## config.mk

```make
export PLATFORM = sky130hd
export DESIGN_NAME = layer_maxpool_flat
export DESIGN_NICKNAME = d
export VERILOG_FILES = /design/src/rtl/layer_maxpool_if.sv /design/src/rtl/layer_maxpool.sv /design/src/flat_wrapper.sv
export SDC_FILE = /design/constraint.sdc
export NUM_CORES = 2
export LEC_CHECK = 0
export ABC_AREA = 1
export ABC_CLOCK_PERIOD_IN_PS = 3500
export BUFFER_PORTS_ARGS = -buffer_cell sky130_fd_sc_hd__buf_2
export CAP_MARGIN = 0
export CELL_PAD_IN_SITES_DETAIL_PLACEMENT = 1
export CELL_PAD_IN_SITES_GLOBAL_PLACEMENT = 1
export CORE_MARGIN = 2
export CORE_UTILIZATION = 46
export DETAILED_ROUTE_END_ITERATION = 7
export GPL_ROUTABILITY_DRIVEN = 0
export PLACE_DENSITY_LB_ADDON = 0.1
export SLEW_MARGIN = 20
export SYNTH_ARGS = -nofsm -noshare
export SYNTH_HDL_FRONTEND = slang
export SYNTH_SLANG_ARGS = --single-unit
```

## constraint.sdc

```tcl
create_clock -name clock -period 3.5 [get_ports clock]
set_input_delay 0.525 -clock clock [delete_from_list [all_inputs] [get_ports clock]]
set_output_delay 0.525 -clock clock [all_outputs]
set_load 0.02 [all_outputs]
```

## src/rtl/layer_maxpool_if.sv

```systemverilog
// Pixel stream bundle for the 2x2 max-pool layer.
// Master drives pixels in, slave returns pooled pixels.
interface layer_maxpool_if #(
    parameter int CHANNELS = 16,
    parameter int BIT_DATA = 8
);
    logic                         valid_in;
    logic [CHANNELS*BIT_DATA-1:0] x;
    logic                         valid_out;
    logic [CHANNELS*BIT_DATA-1:0] y;
    logic                         frame_done;

    modport master (
        output valid_in, x,
        input  valid_out, y, frame_done
    );

    modport slave (
        input  valid_in, x,
        output valid_out, y, frame_done
    );
endinterface

```

## src/rtl/layer_maxpool.sv

```systemverilog
// Streaming 2x2 stride-2 signed max-pool over a raster pixel stream.
// Even rows fold pairs into a half-width row buffer; odd rows finish the window.
module layer_maxpool #(
    parameter int CHANNELS = 16,
    parameter int BIT_DATA = 8,
    parameter int WIDTH    = 8,
    parameter int HEIGHT   = 8
) (
    input  logic            clock,
    input  logic            reset,
    input  logic            flush,
    layer_maxpool_if.slave  bus
);
    localparam int PW   = CHANNELS * BIT_DATA;
    localparam int HALF = WIDTH / 2;
    localparam int CW   = (WIDTH > 2) ? $clog2(WIDTH) : 1;
    localparam int RW   = (HEIGHT > 2) ? $clog2(HEIGHT) : 1;
    localparam int BW   = (HALF > 1) ? $clog2(HALF) : 1;

    typedef enum logic {EVEN_ROW, ODD_ROW} phase_t;

    phase_t        phase;
    logic [CW-1:0] col;
    logic [RW-1:0] row;
    logic [PW-1:0] hold;
    logic [PW-1:0] rowbuf [HALF];
    logic [PW-1:0] y_q;
    logic          vout_q;
    logic          fdone_q;

    logic [BW-1:0] bidx;
    logic [PW-1:0] buf_rd;
    logic [PW-1:0] pair_max;
    logic [PW-1:0] quad_max;
    logic          last_col;
    logic          last_row;

    assign bidx     = BW'(col >> 1);
    assign buf_rd   = rowbuf[bidx];
    assign last_col = (col == CW'(WIDTH - 1));
    assign last_row = (row == RW'(HEIGHT - 1));

    for (genvar c = 0; c < CHANNELS; c++) begin : g_ch
        logic signed [BIT_DATA-1:0] hv;
        logic signed [BIT_DATA-1:0] xv;
        logic signed [BIT_DATA-1:0] bv;
        logic signed [BIT_DATA-1:0] pv;
        assign hv = hold[c*BIT_DATA +: BIT_DATA];
        assign xv = bus.x[c*BIT_DATA +: BIT_DATA];
        assign bv = buf_rd[c*BIT_DATA +: BIT_DATA];
        assign pv = (hv > xv) ? hv : xv;
        assign pair_max[c*BIT_DATA +: BIT_DATA] = pv;
        assign quad_max[c*BIT_DATA +: BIT_DATA] = (bv > pv) ? bv : pv;
    end

    always_ff @(posedge clock or negedge reset) begin
        if (!reset) begin
            phase   <= EVEN_ROW;
            col     <= '0;
            row     <= '0;
            hold    <= '0;
            y_q     <= '0;
            vout_q  <= 1'b0;
            fdone_q <= 1'b0;
            for (int i = 0; i < HALF; i++) rowbuf[i] <= '0;
        end else begin
            vout_q  <= 1'b0;
            fdone_q <= 1'b0;
            if (flush) begin
                phase <= EVEN_ROW;
                col   <= '0;
                row   <= '0;
                hold  <= '0;
            end else if (bus.valid_in) begin
                if (!col[0]) begin
                    hold <= bus.x;
                end else if (phase == EVEN_ROW) begin
                    rowbuf[bidx] <= pair_max;
                end else begin
                    y_q     <= quad_max;
                    vout_q  <= 1'b1;
                    fdone_q <= last_row && last_col;
                end
                // Row parity tracks phase; HEIGHT is even so a frame wrap lands on EVEN_ROW.
                if (last_col) begin
                    col <= '0;
                    if (last_row) begin
                        row   <= '0;
                        phase <= EVEN_ROW;
                    end else begin
                        row   <= row + 1'b1;
                        phase <= (phase == EVEN_ROW) ? ODD_ROW : EVEN_ROW;
                    end
                end else begin
                    col <= col + 1'b1;
                end
            end
        end
    end

    assign bus.y          = y_q;
    assign bus.valid_out  = vout_q;
    assign bus.frame_done = fdone_q;
endmodule

```

## src/flat_wrapper.sv

```systemverilog
// flat-port wrapper written by rule: the top's interface ports become plain ports
module layer_maxpool_flat 
#(
    parameter int CHANNELS = 16,
    parameter int BIT_DATA = 8,
    parameter int WIDTH    = 8,
    parameter int HEIGHT   = 8
)
  (clock, reset, flush, bus_valid_in, bus_x, bus_valid_out, bus_y, bus_frame_done);
  layer_maxpool_if #(.CHANNELS(CHANNELS), .BIT_DATA(BIT_DATA)) bus_i ();
  input  logic clock;
  input  logic reset;
  input  logic flush;
  input wire logic [$bits(bus_i.valid_in)-1:0] bus_valid_in;
  input wire logic [$bits(bus_i.x)-1:0] bus_x;
  output wire logic [$bits(bus_i.valid_out)-1:0] bus_valid_out;
  output wire logic [$bits(bus_i.y)-1:0] bus_y;
  output wire logic [$bits(bus_i.frame_done)-1:0] bus_frame_done;
  assign bus_i.valid_in = bus_valid_in;
  assign bus_i.x = bus_x;
  assign bus_valid_out = bus_i.valid_out;
  assign bus_y = bus_i.y;
  assign bus_frame_done = bus_i.frame_done;
  layer_maxpool #(.CHANNELS(CHANNELS), .BIT_DATA(BIT_DATA), .WIDTH(WIDTH), .HEIGHT(HEIGHT)) u_core (.clock(clock), .reset(reset), .flush(flush), .bus(bus_i));
endmodule
```

## Word level (Yosys, flattened, before mapping)

Index checks and enable logic that the tools add are counted.

| cells by class | value |
|---|---|
| bitwise gates (word level) | 3 |
| reductions and logical operators | 8 |
| equality and inequality tests | 3 |
| mux-type cells | 61 |
| $add $sub $neg | 2 |
| $lt $le $gt $ge | 34 |

Operators by type and width:

| operator | count |
|---|---|
| 128-bit two-way mux | 6 |
| 512-bit bitwise mux | 1 |
| 128-bit binary-select mux with 2-bit select | 1 |
| 128-bit demux with 2-bit select | 1 |
| 8-bit > comparator | 32 |
| 8-bit two-way mux | 32 |
| 3-bit two-way mux | 7 |
| 1-bit two-way mux | 13 |
| 4-bit AND reduction | 2 |
| 3-bit by 1-bit adder with 3-bit output, second input constant | 2 |
| 3-bit == test, second input constant | 2 |
| 2-bit AND reduction | 2 |
| 2-bit nonzero test | 2 |
| 3-bit >= comparator, second input constant | 1 |
| 3-bit by 1-bit less-than comparator with 1-bit output, second input constant | 1 |
| 2-bit NOT with 3-bit output | 1 |
| 1-bit logical AND | 2 |
| 2-bit != test, second input constant | 1 |
| 1-bit NOT | 2 |

| storage, ports and cells | value |
|---|---|
| output and inout port bits | 130 |
| bits in registers | 777 |
| input bits | 132 |
| logic and storage cells | 122 |

## Longest topological paths before layout

| logic depth | value |
|---|---|
| word-level depth | 6 |
| mapped depth | 28 |
| gate-level depth less buffers | 28 |

## Worst setup path before layout

OpenSTA, ideal clock, no wires.

| path | value |
|---|---|
| path type | input-to-reg |
| start point | input port bus_x[119] |
| end point | register u_core.y_q[114] (netlist: u_core.bus.y[114]) |
| required time | 3434 ps |
| stages on the path | 19 |
| arrival time | 3235 ps |
| setup slack | 199 ps |
| setup time | 66 ps |
| buffers on the path | 0 |
| cell sequence | inv_1 -> ha_1 -> a21o_1 -> nor2_1 -> nand3_1 -> nand3_1 -> nand2_1 -> nand2_1 -> inv_1 -> ha_1 -> nand2_1 -> inv_1 -> nand3_1 -> nor2_1 -> a21oi_1 -> nand2_1 -> nand3_1 -> nand2_1 -> nand2_1 |

| on the way | value |
|---|---|
| word-level cells in the longest chain between the ends | 4 |

RTL lines:

| element | line | text |
|---|---|---|
| start: declaration | flat_wrapper.sv:15 | `input wire logic [$bits(bus_i.x)-1:0] bus_x;` |
| 8-bit > comparator | layer_maxpool.sv:51 | `assign pv = (hv > xv) ? hv : xv;` |
| 8-bit two-way mux (*) | layer_maxpool.sv:51 |  |
| 8-bit > comparator | layer_maxpool.sv:53 | `assign quad_max[c*BIT_DATA +: BIT_DATA] = (bv > pv) ? bv : pv;` |
| 8-bit two-way mux (*) | layer_maxpool.sv:53 |  |
| end signal: assignment | layer_maxpool.sv:80 | `y_q <= quad_max;` |
| end: declaration | layer_maxpool.sv:27 | `logic [PW-1:0] y_q;` |

Every way passes the cells marked *; elsewhere a longest branch is shown, timed or not.
A chain may end at the register's enable or synchronous reset.

## Worst setup path in the final report

| path | value |
|---|---|
| start point | register u_core.hold[127] |
| end point | register u_core.y_q[122] (netlist: u_core.bus.y[122]) |

| on the way | value |
|---|---|
| word-level cells in the longest chain between the ends | 4 |

RTL lines:

| element | line | text |
|---|---|---|
| start: declaration | layer_maxpool.sv:25 | `logic [PW-1:0] hold;` |
| start signal: assignment | layer_maxpool.sv:76 | `hold <= bus.x;` |
| 8-bit > comparator | layer_maxpool.sv:51 |  |
| 8-bit two-way mux (*) | layer_maxpool.sv:51 |  |
| 8-bit > comparator | layer_maxpool.sv:53 |  |
| 8-bit two-way mux (*) | layer_maxpool.sv:53 |  |

Marked as above.

==> flow_summary.yaml <==
logic_synthesis:
  netlist_top_cells_count: "sky130_fd_sc_hd__nand2_1, sky130_fd_sc_hd__inv_1, sky130_fd_sc_hd__dfrtp_1"
  ys.flop_type: "sky130_fd_sc_hd__dfrtp_1"
  synth-edff-count: 0
  yosys.area.top_type: "sky130_fd_sc_hd__dfrtp_1"
  avgSynthCellArea_um2: 7.23
  yosys.cell_count.top_type: "sky130_fd_sc_hd__nand2_1"
  register_bit_count_reported_by_yosys: 777
  ys_top_cells_by_area: "sky130_fd_sc_hd__dfrtp_1, sky130_fd_sc_hd__nand2_1, sky130_fd_sc_hd__inv_1"
  async_s_r_ff_share_synth_pct: 100
  synth_top_cell_area_share_pct: 43.4
  synth.distinct_cells: 27
  synth_warnings: 0
  syn-num-nets: 6584
  post_synth_instance_area_um2: 44800
  synth_sequential_area_ratio_pct: 43.4
  syn-instance-count: 6192
layout:
  design_area_um2: 52400
  syn2layout_area_growth_pct: 17.1
  fin_util_pct: 54.3
  layout_cells_sized_above_1_pct: 12.8
  final_net_count: 6983
  fin_cells: 7940
  filler_cell_count: 12378
cts:
  cts_max_path_buffers: 3
  root_buffer: "sky130_fd_sc_hd__clkbuf_16"
  cts_made_buffers: 91
  cts-htree-levels: 3
  tritoncts: "done"
  clk_latency_ns: 0.66
  clock_sink_total: 777
  clk_transition_reported_paths_ns: 0.06
critical_path:
  reg2reg_depth: 24
  critPathMaxFanout: 6
  r2r_slack_ns: 0.22
  critPathArrivalTime_ns: 3.81
  critical_path_sink: "u_core.bus.y[122]"
  worst_ep_required_time_ns: 4.04
  crit_type: "register to register"
  worstSetupEndpointType: "register"
  crit_path_start: "u_core.hold[127]"
  crit-reg2reg-capture: "u_core.bus.y[122]"
  start_kind: "register"
  timing.rr.start: "u_core.hold[127]"
power:
  pwr-share-clk_pct: 32.8
  p_per_area_nw_per_um2: 576
  leakage_uw: 0.0306
  combPwrFrac_pct: 31.5
  p_sw_share_pct: 34.9
  power.switching_uw: 10500
  seq_power_share_pct: 35.7
  vdd_ir_drop_max_mv: 0.373
  internal-power_uw: 19700
global_route:
  grt_max_degree: 195
  grt_first_pass_wirelength_um: 232000
  globalRoute.totalOverflow: 0
  grt_usage_pct: 28.7
  grt_antenna_before_repair: 5
  number_of_global_route_vias_before_repair: 44662
sta:
  min_period_over_period_pct: 93.6
  setup_tns_ns: 0
  timing_worst_slew_pin_value_ns: 1.06
  worst_slew_margin_rel_pct: 29.4
  maxSlewViolCount: 0
  setup-violations-final: 0
  max_clock_freq_ghz: 0.305
  finalHoldViolCount: 0
  worst_clock_skew_ns: 0.0223
  period_needed_ns: 3.28
  fin_worst_hold_slack_ns: 0.148
routing:
  antenna_violating_nets_post_route: 0
  drt_first_pass_iters: 6
  num_vias: 41580
  drcViolationCount: 0
  drt_iter0_markers: 2275
  post_drt_wl_per_cell_um: 17.8
  drt-vias-per-instance: 5.24
  final_wirelength_um: 142000
outcome:
  run_status: "finished clean"
placed_design:
  place_area_um2: 49100
  dp_cells: 7772
  place_hpwl_um: 93600
  port_buffer_count: 261
worst_hold_path:
  timing.hold.worst.class: "input pin to register"
floorplan:
  starting_density_pct: 46.4
  floorplan.io_pins: 262
  die_area_um2: 99800
  core_region_area_um2: 96600
  die_w_um: 316
  std_cell_rows: 114
  dieHeight_um: 316
flow_run:
  drv_cap: 0
[worst min path at each step]
stage	startpoint	end	slack, ns	cells after the start
2_1_floorplan	reset	u_core.bus.frame_done	0.23	0
3_3_place_gp	u_core.row[1]	u_core.row[1]	0.46	2
3_5_place_dp	u_core.bus.y[73]	u_core.bus.y[73]	0.46	2
4_1_cts	bus_x[40]	u_core.hold[40]	0.11	3
5_1_grt	bus_x[24]	u_core.hold[24]	0.15	3
6_report	bus_x[40]	u_core.hold[40]	0.15	3
[critical path: stages, from the launching register on]
cell                      delay, ns
sky130_fd_sc_hd__dfrtp_1       0.40
sky130_fd_sc_hd__ha_1          0.33
sky130_fd_sc_hd__a21o_1        0.19
sky130_fd_sc_hd__nor2_1        0.14
sky130_fd_sc_hd__nand2_1       0.08
sky130_fd_sc_hd__nand2_2       0.11
sky130_fd_sc_hd__buf_4         0.14
sky130_fd_sc_hd__nand4_1       0.11
sky130_fd_sc_hd__nand2_1       0.20
sky130_fd_sc_hd__inv_1         0.07
sky130_fd_sc_hd__ha_1          0.30
sky130_fd_sc_hd__nand2_1       0.06
sky130_fd_sc_hd__nand2_1       0.05
sky130_fd_sc_hd__nand2_1       0.06
sky130_fd_sc_hd__nand2_1       0.10
sky130_fd_sc_hd__nand2_1       0.07
sky130_fd_sc_hd__nand2_1       0.07
sky130_fd_sc_hd__nand2_1       0.07
sky130_fd_sc_hd__nand2_2       0.13
sky130_fd_sc_hd__buf_4         0.15
sky130_fd_sc_hd__nand3_1       0.06
sky130_fd_sc_hd__nand2_1       0.08
sky130_fd_sc_hd__inv_1         0.04
sky130_fd_sc_hd__nand2_1       0.07
sky130_fd_sc_hd__nand2_1       0.06
[sequential cells by signal, summed over array words and instances (netlist names)]
name	count
u_core.hold	128
u_core.bus.valid_out	1
u_core.row	3
u_core.col	3
u_core.bus.frame_done	1
u_core.phase	1
u_core.rowbuf	512
u_core.bus.y	128
[stage by stage]
step | total power, µW | setup WS (ns)
after floorplan | 16800 | 0.199
after global placement | 19800 | -0.0174
after detailed placement | 20300 | -0.167
after CTS | 30400 | 0.0665
after global routing | 32200 | -0.0439
final | 30200 | 0.225
[kinds of logic (layout without fill, tap and decap cells)]
group / Yosys count / after routing / share of synthesized area [%]
flip-flops: 777 / 777 / 43.4
adder cells (fa/ha/maj): 260 / 260 / 7.27
AO/OA/AOI/OAI: 609 / 609 / 7.33
AND/OR/NAND/NOR: 3310 / 3310 / 31.1
other: 0 / 1 / 0
buffers and inverters: 1236 / 1707 / 10.8
[power by group through the flow]
stage | Sequential, µW | Clock (µW) | Combinational (µW)
5_1_grt | 10900 | 10400 | 10900
3_5_place_dp | 10900 | 0 | 9350
2_1_floorplan | 10800 | 0 | 5990
6_report | 10800 | 9900 | 9500
3_3_place_gp | 10800 | 0 | 8950
4_1_cts | 10800 | 10100 | 9490
[cell type report]
type / instances / area (µm²) / share of cell area, %
multi-input combinational: 4179 / 20700 / 39.5
sequential: 777 / 19400 / 37.1
timing repair buffer: 541 / 3800 / 7.24
inverter: 1001 / 3780 / 7.21
clock buffer: 140 / 2800 / 5.34
tap: 1276 / 1600 / 3.05
clock inverter: 25 / 292 / 0.556
antenna: 1 / 2.50 / 0.00477
[per-layer routing]
layer	part of all wire, %	global-route usage [%]
met1	44	36.7
met2	50	51.1
met3	3.9	3.65
met4	2.5	7.58
met5	0.027	0
[what timing repair did]
item	in CTS	in global routing
buffers inserted	0	1
endpoints found under the setup margin	0	110
hold buffers	1	0
endpoints found under the hold margin	49	0
resized for setup	0	50
[cell usage in the layout (no fill, tap or decap), drive strengths merged, types with 6 or more instances in the layout]
cell       n
bufinv     6
nand4    186
ha       260
a21oi     80
clkinv    14
nand3    310
o22ai    121
nand2   2357
buf      540
nor3     122
or2       12
nor2b     11
nor2     312
inv     1001
dfrtp    777
a21o      11
clkbuf   140
o21ai    389
a211oi     7
No activity file was read; power rests on OpenSTA's default activity.
